### src/rtl/recv_pkg.sv
`default_nettype none
// ============================================================================
//  Module   : recv_pkg
//  Purpose  : Shared types and constants for the receive controller slice.
//             Width defaults, router IDs (common with the send side), the
//             data-path FSM state encoding and the packet-type constant.
//  Ports    : none (package)
//  Revision : 1.0 - initial release
// ============================================================================
package recv_pkg;

  localparam int SEQ_NUM_WIDTH_DEF = 1;
  localparam int DFX_WIDTH_DEF     = 2;
  localparam int CNT_WIDTH_DEF     = 8;

  // Router IDs, identical to the ones used by the send controller.
  localparam logic [DFX_WIDTH_DEF-1:0] ROUTER0 = 2'd0;
  localparam logic [DFX_WIDTH_DEF-1:0] ROUTER1 = 2'd1;
  localparam logic [DFX_WIDTH_DEF-1:0] ROUTER2 = 2'd2;
  localparam logic [DFX_WIDTH_DEF-1:0] ROUTER3 = 2'd3;

  // Value of pkt_is_ack that marks an ACK header.
  localparam logic PKT_TYPE_ACK = 1'b1;

  // Data-path FSM states.
  typedef enum logic [1:0] {
    ST_IDLE     = 2'd0,
    ST_CHECK    = 2'd1,
    ST_DELIVER  = 2'd2,
    ST_SEND_ACK = 2'd3
  } data_state_e;

endpackage
`default_nettype wire

### src/rtl/recv_if.sv
`default_nettype none
// ============================================================================
//  Module   : recv_if
//  Purpose  : Bundles every non-clock/reset signal of the receive controller.
//  Modports : master - environment side (depacketizer, send controller,
//                      delivery block, ACK encapsulator)
//             slave  - recv_controller side
//  Signals  : my_dfx, pkt_* header handshake, valid/wait ACK forward,
//             deliver request/done, ACK encap request/done, drop_cnt
//  Revision : 1.0 - initial release
// ============================================================================
interface recv_if
  import recv_pkg::*;
#(
  parameter int SEQ_NUM_WIDTH = SEQ_NUM_WIDTH_DEF,
  parameter int DFX_WIDTH     = DFX_WIDTH_DEF,
  parameter int CNT_WIDTH     = CNT_WIDTH_DEF
);

  logic [DFX_WIDTH-1:0]     my_dfx;
  // Header handshake from the depacketizer
  logic                     pkt_valid;
  logic                     pkt_ready;
  logic                     pkt_is_ack;
  logic [DFX_WIDTH-1:0]     pkt_src_dfx;
  logic [DFX_WIDTH-1:0]     pkt_dst_dfx;
  logic [SEQ_NUM_WIDTH-1:0] pkt_sn;
  logic                     pkt_err;
  // ACK forward to the send controller
  logic                     wait_ack_pkt_recv;
  logic                     valid_ack_pkt_recv;
  logic [SEQ_NUM_WIDTH-1:0] rn_ack_pkt_recv;
  logic [DFX_WIDTH-1:0]     src_dfx_ack_pkt_recv;
  // Payload delivery
  logic                     start_deliver;
  logic [DFX_WIDTH-1:0]     deliver_src_dfx;
  logic                     deliver_done;
  // ACK encapsulation
  logic                     start_ack_encap;
  logic [DFX_WIDTH-1:0]     ack_src_dfx;
  logic [DFX_WIDTH-1:0]     ack_dst_dfx;
  logic [SEQ_NUM_WIDTH-1:0] ack_rn;
  logic                     done_ack_encap;
  // Statistics
  logic [CNT_WIDTH-1:0]     drop_cnt;

  modport master (
    output my_dfx, pkt_valid, pkt_is_ack, pkt_src_dfx, pkt_dst_dfx, pkt_sn,
           pkt_err, wait_ack_pkt_recv, deliver_done, done_ack_encap,
    input  pkt_ready, valid_ack_pkt_recv, rn_ack_pkt_recv, src_dfx_ack_pkt_recv,
           start_deliver, deliver_src_dfx, start_ack_encap, ack_src_dfx,
           ack_dst_dfx, ack_rn, drop_cnt
  );

  modport slave (
    input  my_dfx, pkt_valid, pkt_is_ack, pkt_src_dfx, pkt_dst_dfx, pkt_sn,
           pkt_err, wait_ack_pkt_recv, deliver_done, done_ack_encap,
    output pkt_ready, valid_ack_pkt_recv, rn_ack_pkt_recv, src_dfx_ack_pkt_recv,
           start_deliver, deliver_src_dfx, start_ack_encap, ack_src_dfx,
           ack_dst_dfx, ack_rn, drop_cnt
  );

endinterface
`default_nettype wire

### src/rtl/recv_controller_ack_buf.sv
`default_nettype none
// ============================================================================
//  Module   : ack_forward_buf
//  Purpose  : One-entry buffer for received ACK headers and the
//             valid/wait strobe toward the send controller.
//  Ports    : clk, rst           - clock, synchronous active-high reset
//             load, load_src,
//             load_rn            - write a new ACK into the buffer
//             wait_ack           - send controller is waiting for an ACK
//             valid, src, rn     - registered one-cycle forward strobe + data
//             overwrite          - a buffered ACK was replaced before it
//                                  could be forwarded (combinational)
//  Revision : 1.0 - initial release
// ============================================================================
module ack_forward_buf
  import recv_pkg::*;
#(
  parameter int SEQ_NUM_WIDTH = SEQ_NUM_WIDTH_DEF,
  parameter int DFX_WIDTH     = DFX_WIDTH_DEF
) (
  input  logic                     clk,
  input  logic                     rst,
  input  logic                     load,
  input  logic [DFX_WIDTH-1:0]     load_src,
  input  logic [SEQ_NUM_WIDTH-1:0] load_rn,
  input  logic                     wait_ack,
  output logic                     valid,
  output logic [DFX_WIDTH-1:0]     src,
  output logic [SEQ_NUM_WIDTH-1:0] rn,
  output logic                     overwrite
);

  logic                     full_q, full_d;
  logic [DFX_WIDTH-1:0]     buf_src_q, buf_src_d;
  logic [SEQ_NUM_WIDTH-1:0] buf_rn_q, buf_rn_d;
  logic                     valid_q, valid_d;
  logic [DFX_WIDTH-1:0]     src_q, src_d;
  logic [SEQ_NUM_WIDTH-1:0] rn_q, rn_d;
  logic                     fwd;

  // Blocking on valid_q keeps the strobe to a single cycle even when the
  // send controller holds wait_ack high.
  assign fwd       = full_q && wait_ack && !valid_q;
  // A load coinciding with a forward is not an overwrite: the old entry
  // leaves through the forward path in the same cycle.
  assign overwrite = load && full_q && !fwd;

  always_comb begin
    full_d    = full_q;
    buf_src_d = buf_src_q;
    buf_rn_d  = buf_rn_q;
    if (load) begin
      full_d    = 1'b1;
      buf_src_d = load_src;
      buf_rn_d  = load_rn;
    end else if (fwd) begin
      full_d = 1'b0;
    end
    valid_d = fwd;
    src_d   = fwd ? buf_src_q : '0;
    rn_d    = fwd ? buf_rn_q  : '0;
  end

  always_ff @(posedge clk) begin
    if (rst) begin
      full_q    <= 1'b0;
      buf_src_q <= '0;
      buf_rn_q  <= '0;
      valid_q   <= 1'b0;
      src_q     <= '0;
      rn_q      <= '0;
    end else begin
      full_q    <= full_d;
      buf_src_q <= buf_src_d;
      buf_rn_q  <= buf_rn_d;
      valid_q   <= valid_d;
      src_q     <= src_d;
      rn_q      <= rn_d;
    end
  end

  assign valid = valid_q;
  assign src   = src_q;
  assign rn    = rn_q;

endmodule
`default_nettype wire

### src/rtl/recv_controller.sv
`default_nettype none
// ============================================================================
//  Module   : recv_controller
//  Purpose  : Receive-side stop-and-wait controller. Filters incoming
//             headers, checks data sequence numbers against a per-source
//             expected RN, drives payload delivery and ACK generation, and
//             forwards received ACKs to the send controller.
//  Ports    : clk  - clock, rising edge
//             rst  - synchronous active-high reset
//             bus  - recv_if.slave: header handshake, ACK forward,
//                    delivery, ACK encap and drop counter signals
//  Revision : 1.0 - initial release
// ============================================================================
module recv_controller
  import recv_pkg::*;
#(
  parameter int SEQ_NUM_WIDTH = SEQ_NUM_WIDTH_DEF,
  parameter int DFX_WIDTH     = DFX_WIDTH_DEF,
  parameter int CNT_WIDTH     = CNT_WIDTH_DEF
) (
  input  logic  clk,
  input  logic  rst,
  recv_if.slave bus
);

  localparam int                   NUM_SRC = 2 ** DFX_WIDTH;
  localparam logic [CNT_WIDTH-1:0] CNT_MAX = '1;

  data_state_e              state_q, state_d;
  logic [DFX_WIDTH-1:0]     src_q, src_d;
  logic [SEQ_NUM_WIDTH-1:0] sn_q, sn_d;
  logic [SEQ_NUM_WIDTH-1:0] exp_rn_q [NUM_SRC];
  logic [SEQ_NUM_WIDTH-1:0] exp_rn_d [NUM_SRC];

  logic                     pkt_ready_q, pkt_ready_d;
  logic                     start_deliver_q, start_deliver_d;
  logic [DFX_WIDTH-1:0]     deliver_src_q, deliver_src_d;
  logic                     start_ack_encap_q, start_ack_encap_d;
  logic [DFX_WIDTH-1:0]     ack_src_q, ack_src_d;
  logic [DFX_WIDTH-1:0]     ack_dst_q, ack_dst_d;
  logic [SEQ_NUM_WIDTH-1:0] ack_rn_q, ack_rn_d;
  logic [CNT_WIDTH-1:0]     drop_cnt_q, drop_cnt_d;

  logic                     accept;
  logic                     hdr_bad;
  logic                     ack_load;
  logic                     data_accept;
  logic                     dup;
  logic                     ack_overwrite;
  logic                     fwd_valid;
  logic [DFX_WIDTH-1:0]     fwd_src;
  logic [SEQ_NUM_WIDTH-1:0] fwd_rn;

  // pkt_ready_q is high exactly when the FSM is in IDLE.
  assign accept      = bus.pkt_valid && pkt_ready_q;
  assign hdr_bad     = bus.pkt_err || (bus.pkt_dst_dfx != bus.my_dfx);
  assign ack_load    = accept && !hdr_bad && (bus.pkt_is_ack == PKT_TYPE_ACK);
  assign data_accept = accept && !hdr_bad && (bus.pkt_is_ack != PKT_TYPE_ACK);

  ack_forward_buf #(
    .SEQ_NUM_WIDTH (SEQ_NUM_WIDTH),
    .DFX_WIDTH     (DFX_WIDTH)
  ) u_ack_buf (
    .clk       (clk),
    .rst       (rst),
    .load      (ack_load),
    .load_src  (bus.pkt_src_dfx),
    .load_rn   (bus.pkt_sn),
    .wait_ack  (bus.wait_ack_pkt_recv),
    .valid     (fwd_valid),
    .src       (fwd_src),
    .rn        (fwd_rn),
    .overwrite (ack_overwrite)
  );

  // Data-path next state and expected-RN update.
  always_comb begin
    state_d  = state_q;
    src_d    = src_q;
    sn_d     = sn_q;
    exp_rn_d = exp_rn_q;
    dup      = 1'b0;
    case (state_q)
      ST_IDLE: begin
        if (data_accept) begin
          state_d = ST_CHECK;
          src_d   = bus.pkt_src_dfx;
          sn_d    = bus.pkt_sn;
        end
      end
      ST_CHECK: begin
        if (sn_q == exp_rn_q[src_q]) begin
          state_d = ST_DELIVER;
        end else begin
          // Duplicate: re-acknowledge with the current RN, no delivery.
          dup     = 1'b1;
          state_d = ST_SEND_ACK;
        end
      end
      ST_DELIVER: begin
        if (bus.deliver_done) begin
          exp_rn_d[src_q] = exp_rn_q[src_q] + SEQ_NUM_WIDTH'(1);
          state_d         = ST_SEND_ACK;
        end
      end
      ST_SEND_ACK: begin
        if (bus.done_ack_encap) begin
          state_d = ST_IDLE;
        end
      end
      default: state_d = ST_IDLE;
    endcase
  end

  // Outputs are decoded from the next state so they line up with it once
  // registered; ack_rn therefore already carries the post-increment RN.
  always_comb begin
    pkt_ready_d       = (state_d == ST_IDLE);
    start_deliver_d   = (state_d == ST_DELIVER);
    deliver_src_d     = start_deliver_d ? src_d : '0;
    start_ack_encap_d = (state_d == ST_SEND_ACK);
    ack_src_d         = start_ack_encap_d ? bus.my_dfx : '0;
    ack_dst_d         = start_ack_encap_d ? src_d : '0;
    ack_rn_d          = start_ack_encap_d ? exp_rn_d[src_d] : '0;

    // Drop sources are mutually exclusive within a cycle: header filter and
    // ACK overwrite need an IDLE accept, duplicates are found in CHECK.
    drop_cnt_d = drop_cnt_q;
    if (((accept && hdr_bad) || dup || ack_overwrite) && (drop_cnt_q != CNT_MAX)) begin
      drop_cnt_d = drop_cnt_q + CNT_WIDTH'(1);
    end
  end

  always_ff @(posedge clk) begin
    if (rst) begin
      state_q           <= ST_IDLE;
      src_q             <= '0;
      sn_q              <= '0;
      for (int i = 0; i < NUM_SRC; i++) begin
        exp_rn_q[i] <= '0;
      end
      pkt_ready_q       <= 1'b1;
      start_deliver_q   <= 1'b0;
      deliver_src_q     <= '0;
      start_ack_encap_q <= 1'b0;
      ack_src_q         <= '0;
      ack_dst_q         <= '0;
      ack_rn_q          <= '0;
      drop_cnt_q        <= '0;
    end else begin
      state_q           <= state_d;
      src_q             <= src_d;
      sn_q              <= sn_d;
      exp_rn_q          <= exp_rn_d;
      pkt_ready_q       <= pkt_ready_d;
      start_deliver_q   <= start_deliver_d;
      deliver_src_q     <= deliver_src_d;
      start_ack_encap_q <= start_ack_encap_d;
      ack_src_q         <= ack_src_d;
      ack_dst_q         <= ack_dst_d;
      ack_rn_q          <= ack_rn_d;
      drop_cnt_q        <= drop_cnt_d;
    end
  end

  assign bus.pkt_ready            = pkt_ready_q;
  assign bus.valid_ack_pkt_recv   = fwd_valid;
  assign bus.rn_ack_pkt_recv      = fwd_rn;
  assign bus.src_dfx_ack_pkt_recv = fwd_src;
  assign bus.start_deliver        = start_deliver_q;
  assign bus.deliver_src_dfx      = deliver_src_q;
  assign bus.start_ack_encap      = start_ack_encap_q;
  assign bus.ack_src_dfx          = ack_src_q;
  assign bus.ack_dst_dfx          = ack_dst_q;
  assign bus.ack_rn               = ack_rn_q;
  assign bus.drop_cnt             = drop_cnt_q;

endmodule
`default_nettype wire

### src/flat_wrapper.sv
// flat-port wrapper written by rule: the top's interface ports become plain ports
module recv_controller_flat import recv_pkg::*;
#(
  parameter int SEQ_NUM_WIDTH = SEQ_NUM_WIDTH_DEF,
  parameter int DFX_WIDTH     = DFX_WIDTH_DEF,
  parameter int CNT_WIDTH     = CNT_WIDTH_DEF
)
  (clk, rst, bus_my_dfx, bus_pkt_valid, bus_pkt_is_ack, bus_pkt_src_dfx, bus_pkt_dst_dfx, bus_pkt_sn, bus_pkt_err, bus_wait_ack_pkt_recv, bus_deliver_done, bus_done_ack_encap, bus_pkt_ready, bus_valid_ack_pkt_recv, bus_rn_ack_pkt_recv, bus_src_dfx_ack_pkt_recv, bus_start_deliver, bus_deliver_src_dfx, bus_start_ack_encap, bus_ack_src_dfx, bus_ack_dst_dfx, bus_ack_rn, bus_drop_cnt);
  recv_if #(.SEQ_NUM_WIDTH(SEQ_NUM_WIDTH), .DFX_WIDTH(DFX_WIDTH), .CNT_WIDTH(CNT_WIDTH)) bus_i ();
  input  logic clk;
  input  logic rst;
  input wire logic [$bits(bus_i.my_dfx)-1:0] bus_my_dfx;
  input wire logic [$bits(bus_i.pkt_valid)-1:0] bus_pkt_valid;
  input wire logic [$bits(bus_i.pkt_is_ack)-1:0] bus_pkt_is_ack;
  input wire logic [$bits(bus_i.pkt_src_dfx)-1:0] bus_pkt_src_dfx;
  input wire logic [$bits(bus_i.pkt_dst_dfx)-1:0] bus_pkt_dst_dfx;
  input wire logic [$bits(bus_i.pkt_sn)-1:0] bus_pkt_sn;
  input wire logic [$bits(bus_i.pkt_err)-1:0] bus_pkt_err;
  input wire logic [$bits(bus_i.wait_ack_pkt_recv)-1:0] bus_wait_ack_pkt_recv;
  input wire logic [$bits(bus_i.deliver_done)-1:0] bus_deliver_done;
  input wire logic [$bits(bus_i.done_ack_encap)-1:0] bus_done_ack_encap;
  output wire logic [$bits(bus_i.pkt_ready)-1:0] bus_pkt_ready;
  output wire logic [$bits(bus_i.valid_ack_pkt_recv)-1:0] bus_valid_ack_pkt_recv;
  output wire logic [$bits(bus_i.rn_ack_pkt_recv)-1:0] bus_rn_ack_pkt_recv;
  output wire logic [$bits(bus_i.src_dfx_ack_pkt_recv)-1:0] bus_src_dfx_ack_pkt_recv;
  output wire logic [$bits(bus_i.start_deliver)-1:0] bus_start_deliver;
  output wire logic [$bits(bus_i.deliver_src_dfx)-1:0] bus_deliver_src_dfx;
  output wire logic [$bits(bus_i.start_ack_encap)-1:0] bus_start_ack_encap;
  output wire logic [$bits(bus_i.ack_src_dfx)-1:0] bus_ack_src_dfx;
  output wire logic [$bits(bus_i.ack_dst_dfx)-1:0] bus_ack_dst_dfx;
  output wire logic [$bits(bus_i.ack_rn)-1:0] bus_ack_rn;
  output wire logic [$bits(bus_i.drop_cnt)-1:0] bus_drop_cnt;
  assign bus_i.my_dfx = bus_my_dfx;
  assign bus_i.pkt_valid = bus_pkt_valid;
  assign bus_i.pkt_is_ack = bus_pkt_is_ack;
  assign bus_i.pkt_src_dfx = bus_pkt_src_dfx;
  assign bus_i.pkt_dst_dfx = bus_pkt_dst_dfx;
  assign bus_i.pkt_sn = bus_pkt_sn;
  assign bus_i.pkt_err = bus_pkt_err;
  assign bus_i.wait_ack_pkt_recv = bus_wait_ack_pkt_recv;
  assign bus_i.deliver_done = bus_deliver_done;
  assign bus_i.done_ack_encap = bus_done_ack_encap;
  assign bus_pkt_ready = bus_i.pkt_ready;
  assign bus_valid_ack_pkt_recv = bus_i.valid_ack_pkt_recv;
  assign bus_rn_ack_pkt_recv = bus_i.rn_ack_pkt_recv;
  assign bus_src_dfx_ack_pkt_recv = bus_i.src_dfx_ack_pkt_recv;
  assign bus_start_deliver = bus_i.start_deliver;
  assign bus_deliver_src_dfx = bus_i.deliver_src_dfx;
  assign bus_start_ack_encap = bus_i.start_ack_encap;
  assign bus_ack_src_dfx = bus_i.ack_src_dfx;
  assign bus_ack_dst_dfx = bus_i.ack_dst_dfx;
  assign bus_ack_rn = bus_i.ack_rn;
  assign bus_drop_cnt = bus_i.drop_cnt;
  recv_controller #(.SEQ_NUM_WIDTH(SEQ_NUM_WIDTH), .DFX_WIDTH(DFX_WIDTH), .CNT_WIDTH(CNT_WIDTH)) u_core (.clk(clk), .rst(rst), .bus(bus_i));
endmodule
### config.mk
export PLATFORM = sky130hd
export DESIGN_NAME = recv_controller_flat
export DESIGN_NICKNAME = d
export VERILOG_FILES = /design/src/rtl/recv_pkg.sv /design/src/rtl/recv_if.sv /design/src/rtl/recv_controller_ack_buf.sv /design/src/rtl/recv_controller.sv /design/src/flat_wrapper.sv
export SDC_FILE = /design/constraint.sdc
export NUM_CORES = 1
export LEC_CHECK = 0
export ABC_AREA = 1
export CORE_MARGIN = 5
export CORE_UTILIZATION = 40
export CTS_BUF_LIST = sky130_fd_sc_hd__clkbuf_4 sky130_fd_sc_hd__clkbuf_8
export DETAILED_ROUTE_END_ITERATION = 7
export GPL_TIMING_DRIVEN = 0
export HOLD_SLACK_MARGIN = 0.15
export PLACE_DENSITY = 0.66
export SETUP_SLACK_MARGIN = 0.2
export SYNTH_ARGS = -nofsm -noshare
export SYNTH_HDL_FRONTEND = slang
export SYNTH_HIERARCHICAL = 1
export SYNTH_SLANG_ARGS = --single-unit
### constraint.sdc
create_clock -name clk -period 2.1 [get_ports clk]
set_input_delay 0.63 -clock clk [delete_from_list [all_inputs] [get_ports clk]]
set_output_delay 0.63 -clock clk [all_outputs]
set_load 0.02 [all_outputs]
==> flow_summary.toml <==
[critical_path]
r2r-start = "u_core/bus.drop_cnt[0]$_SDFFE_PP0P_"
worstSetupPathType = "flip-flop to primary output"
cp_num_buf_inv = 1
crit_path_end_kind = "primary output"
worstPathMaxFanout = 1
crit_start = "u_core/bus.deliver_src_dfx[0]$_SDFF_PP0_"
rr_worst_depth = 7
cp.arrival_ns = 1.19
path_depth = 1
cp_cell_sequence = "clkdlybuf4s50_1"
cp-start-kind = "flip-flop"
crit_end = "bus_deliver_src_dfx[0]"
critPathTopFamily = "buffers and inverters"
reg2reg_slack_ns = 0.33
critPathMaxStageDelay_ns = 0.60
required_ns = 1.47
r2r_end = "u_core/bus.drop_cnt[2]$_SDFFE_PP0P_"
cpMaxStageDelayCell = "clkdlybuf4s50_1"

[synth]
yosysSeqAreaShare_pct = 44.27
synth_cell_types = 29
synth_largest_area_cell = "dfxtp_1"
synth-edff-count = 0
syn_area_um2 = 1583
synth_warnings = 6
syn-num-nets = 222
synth_cells = 206
synth-seq-cells = 35
synth_area_leaders = "dfxtp_1, nand2_1, nor2_1"
synth_top_area_share_pct = 44.27
async_flop_share_pct = 0
ys.flop_type = "dfxtp_1"
syn_avg_cell_area_um2 = 7.683

[timing]
period_needed_ns = 1.818
finalSetupViolations = 0
worst_slew_pin_slew_ns = 0.6398
maxSlewViolCount = 0
maxSlewHeadroom_pct = 57.35
final_hold_viol_count = 0
max_freq_mhz = 549.9
skew_ns = 0.003999
rsz0062_at_grt = "true"
timing.final.crit_share_pct = 86.59

[place]
postPlaceCellArea_um2 = 2003
detailed_place_hpwl_um = 2542
place_congestion = 0.7826
port_buffers = 36

[power_and_ir_drop]
finalPower_mw = 1.512
p_leak_nw = 0.9711
p_per_area_nw_per_um2 = 663.0
ir_drop_v = 0.0004525

[routing]
drtAntennaViolNets = 0
vias = 1454
wl_um = 3603
route.met3.wl_um = 184
drc = 0
met1Wirelength_um = 1598
top_layer = "met4"
route.detailed.wl_per_inst_um = 11.77
vias_per_cell = 4.752
drt-pass1-iter-count = 4
drt_iter0_drc = 68
met2_length_um = 1792

[floorplanning]
placeableCoreArea_um2 = 3744
ios = 37
die_x_um = 72.91
start_util_pct = 42.28
dieArea_um2 = 5315
fp.dieH_um = 72.91
row_count = 22

[clock_tree]
cts_buffer_depth = 2
clock-sinks = 35
htreeDepth = 2
clk_latency_ns = 0.28
cts_root_buf = "clkbuf_8"
cts_tree = "built"
clk_pin_slew_ns = 0.07
ctsHoldBuffers = 0
cts_inserted_buffers = 5

[final_layout]
nFillCells = 358
area_delta_synth_final_pct = 44.11
num_antenna_cells = 0
layout-drive-gt1-share_pct = 26.36
stdcell_area_um2 = 2281
nets = 273

[global_route]
antenna_found_initial = 0
track_usage_pct = 14.68
grt_max_degree = 12
grt_pass1_vias = 1384
grt_first_pass_wirelength_um = 6099
grt-ovfl-total = 0

[min_path]
hold_class = "flip-flop to flip-flop"
holdPathStages = 2

[outcome]
status = "finished clean"

[flow_run]
max_cap_violations = 0
[Yosys cell counts (2+ instances only)]
master    n
nand2_1  39
dfxtp_1  35
nor2_1   31
inv_1    24
nand3_1  13
o21ai_0  10
a21oi_1   7
nand3_2   7
a21oi_2   5
inv_2     4
nand2_2   4
nor2_2    4
nand4_1   3
xnor2_1   3
a31oi_1   2
nor3_1    2
[cells in the final DEF (no fill, tap or decap), drive strengths merged]
| master | Yosys | layout |
|---|---|---|
| a21oi | 12 | 12 |
| a31oi | 2 | 2 |
| and3 | 1 | 1 |
| buf | 2 | 10 |
| bufinv | 0 | 1 |
| clkbuf | 1 | 11 |
| clkdlybuf4s15 | 0 | 1 |
| clkdlybuf4s50 | 0 | 18 |
| clkinv | 0 | 2 |
| dfxtp | 35 | 35 |
| dlygate4sd2 | 0 | 9 |
| dlymetal6s2s | 0 | 4 |
| ha | 1 | 1 |
| inv | 28 | 27 |
| nand2 | 44 | 44 |
| nand3 | 21 | 21 |
| nand4 | 4 | 4 |
| nor2 | 35 | 35 |
| nor3 | 3 | 3 |
| o21ai | 11 | 11 |
| o31ai | 1 | 1 |
| or2 | 1 | 1 |
| xnor2 | 3 | 3 |
| xor2 | 1 | 1 |
[through the flow]
stage	instances	setup WS (ns)	util [%]	hold WS (ns)	setup TNS [ns]
2_1_floorplan	206	0.2465	-	0.4141	0
3_3_place_gp	290	-0.4304	53.51	0.4240	-4.385
3_5_place_dp	290	-0.4295	53.51	0.4338	-4.630
4_1_cts	304	0.2054	60.09	0.4452	0
5_1_grt	306	0.1955	60.93	0.4598	0
6_report	306	0.2815	60.93	0.4442	0
[kinds of logic (layout without fill, tap and decap cells)]
kind of cell    after synthesis  after routing  synth area share (%)
simple gates                109            109                 34.15
compound gates               26             26                 9.960
flops                        35             35                 44.27
xor+xnor                      4              4                 2.214
buf+inv                      31             83                 8.617
fa+ha+maj                     1              1                0.7904
[where the power goes]
group	internal (mW)	total [mW]	switching, mW
registers	0.678	0.691	0.0132
clock network	0.384	0.614	0.230
logic	0.102	0.207	0.105
total	1.16	1.51	0.349
[what timing repair did]
item,4_1_cts,5_1_grt
pin swaps,7,14
setup buffers,5,2
cloned,1,0
setup endpoints to repair,23,14
gates resized for setup,33,20
[sequential cells by signal (all words and copies together) (netlist names)]
name / count
u_core/u_ack_buf/buf_rn_q: 1
u_core/u_ack_buf/full_q: 1
u_core/u_ack_buf/rn: 1
u_core/u_ack_buf/buf_src_q: 2
u_core/bus.ack_dst_dfx: 2
u_core/sn_q: 1
u_core/bus.pkt_ready: 1
u_core/u_ack_buf/valid: 1
u_core/state_q: 2
u_core/exp_rn_q: 4
u_core/bus.drop_cnt: 8
u_core/bus.ack_src_dfx: 2
u_core/bus.ack_rn: 1
u_core/bus.start_ack_encap: 1
u_core/bus.deliver_src_dfx: 2
u_core/u_ack_buf/src: 2
u_core/src_q: 2
u_core/bus.start_deliver: 1
[worst min path at each step]
stage / from / to / slack, ns
2_1_floorplan: u_core/u_ack_buf/buf_src_q[0]$_SDFFE_PP0P_ / u_core/u_ack_buf/src[0]$_SDFF_PP0_ / 0.41
3_3_place_gp: u_core/u_ack_buf/buf_src_q[0]$_SDFFE_PP0P_ / u_core/u_ack_buf/src[0]$_SDFF_PP0_ / 0.42
3_5_place_dp: u_core/u_ack_buf/buf_src_q[0]$_SDFFE_PP0P_ / u_core/u_ack_buf/src[0]$_SDFF_PP0_ / 0.43
4_1_cts: u_core/u_ack_buf/buf_src_q[0]$_SDFFE_PP0P_ / u_core/u_ack_buf/src[0]$_SDFF_PP0_ / 0.45
5_1_grt: u_core/u_ack_buf/buf_src_q[1]$_SDFFE_PP0P_ / u_core/u_ack_buf/src[1]$_SDFF_PP0_ / 0.46
6_report: u_core/u_ack_buf/buf_src_q[1]$_SDFFE_PP0P_ / u_core/u_ack_buf/src[1]$_SDFF_PP0_ / 0.44
[cell type report]
| class | instances | area [um^2] | share of cell area [%] |
|---|---|---|---|
| repair buffers | 44 | 447.9 | 19.64 |
| flip-flops and latches | 35 | 700.7 | 30.72 |
| plain buffers | 3 | 31.28 | 1.371 |
| clock buffers | 6 | 82.58 | 3.620 |
| clock inverters | 2 | 35.03 | 1.536 |
| inverters | 28 | 110.1 | 4.827 |
| multi-input cells | 140 | 813.3 | 35.66 |
| well taps | 48 | 60.06 | 2.633 |
[metal layers]
| layer | vias up | GRT usage (%) |
|---|---|---|
| met1 | 661 | 17.79 |
| met4 | 0 | 4.303 |
| met5 | - | 0 |
| met2 | 31 | 25.55 |
| met3 | 2 | 3.581 |
| li1 | 760 | - |
(Power assumes the default switching activity.)
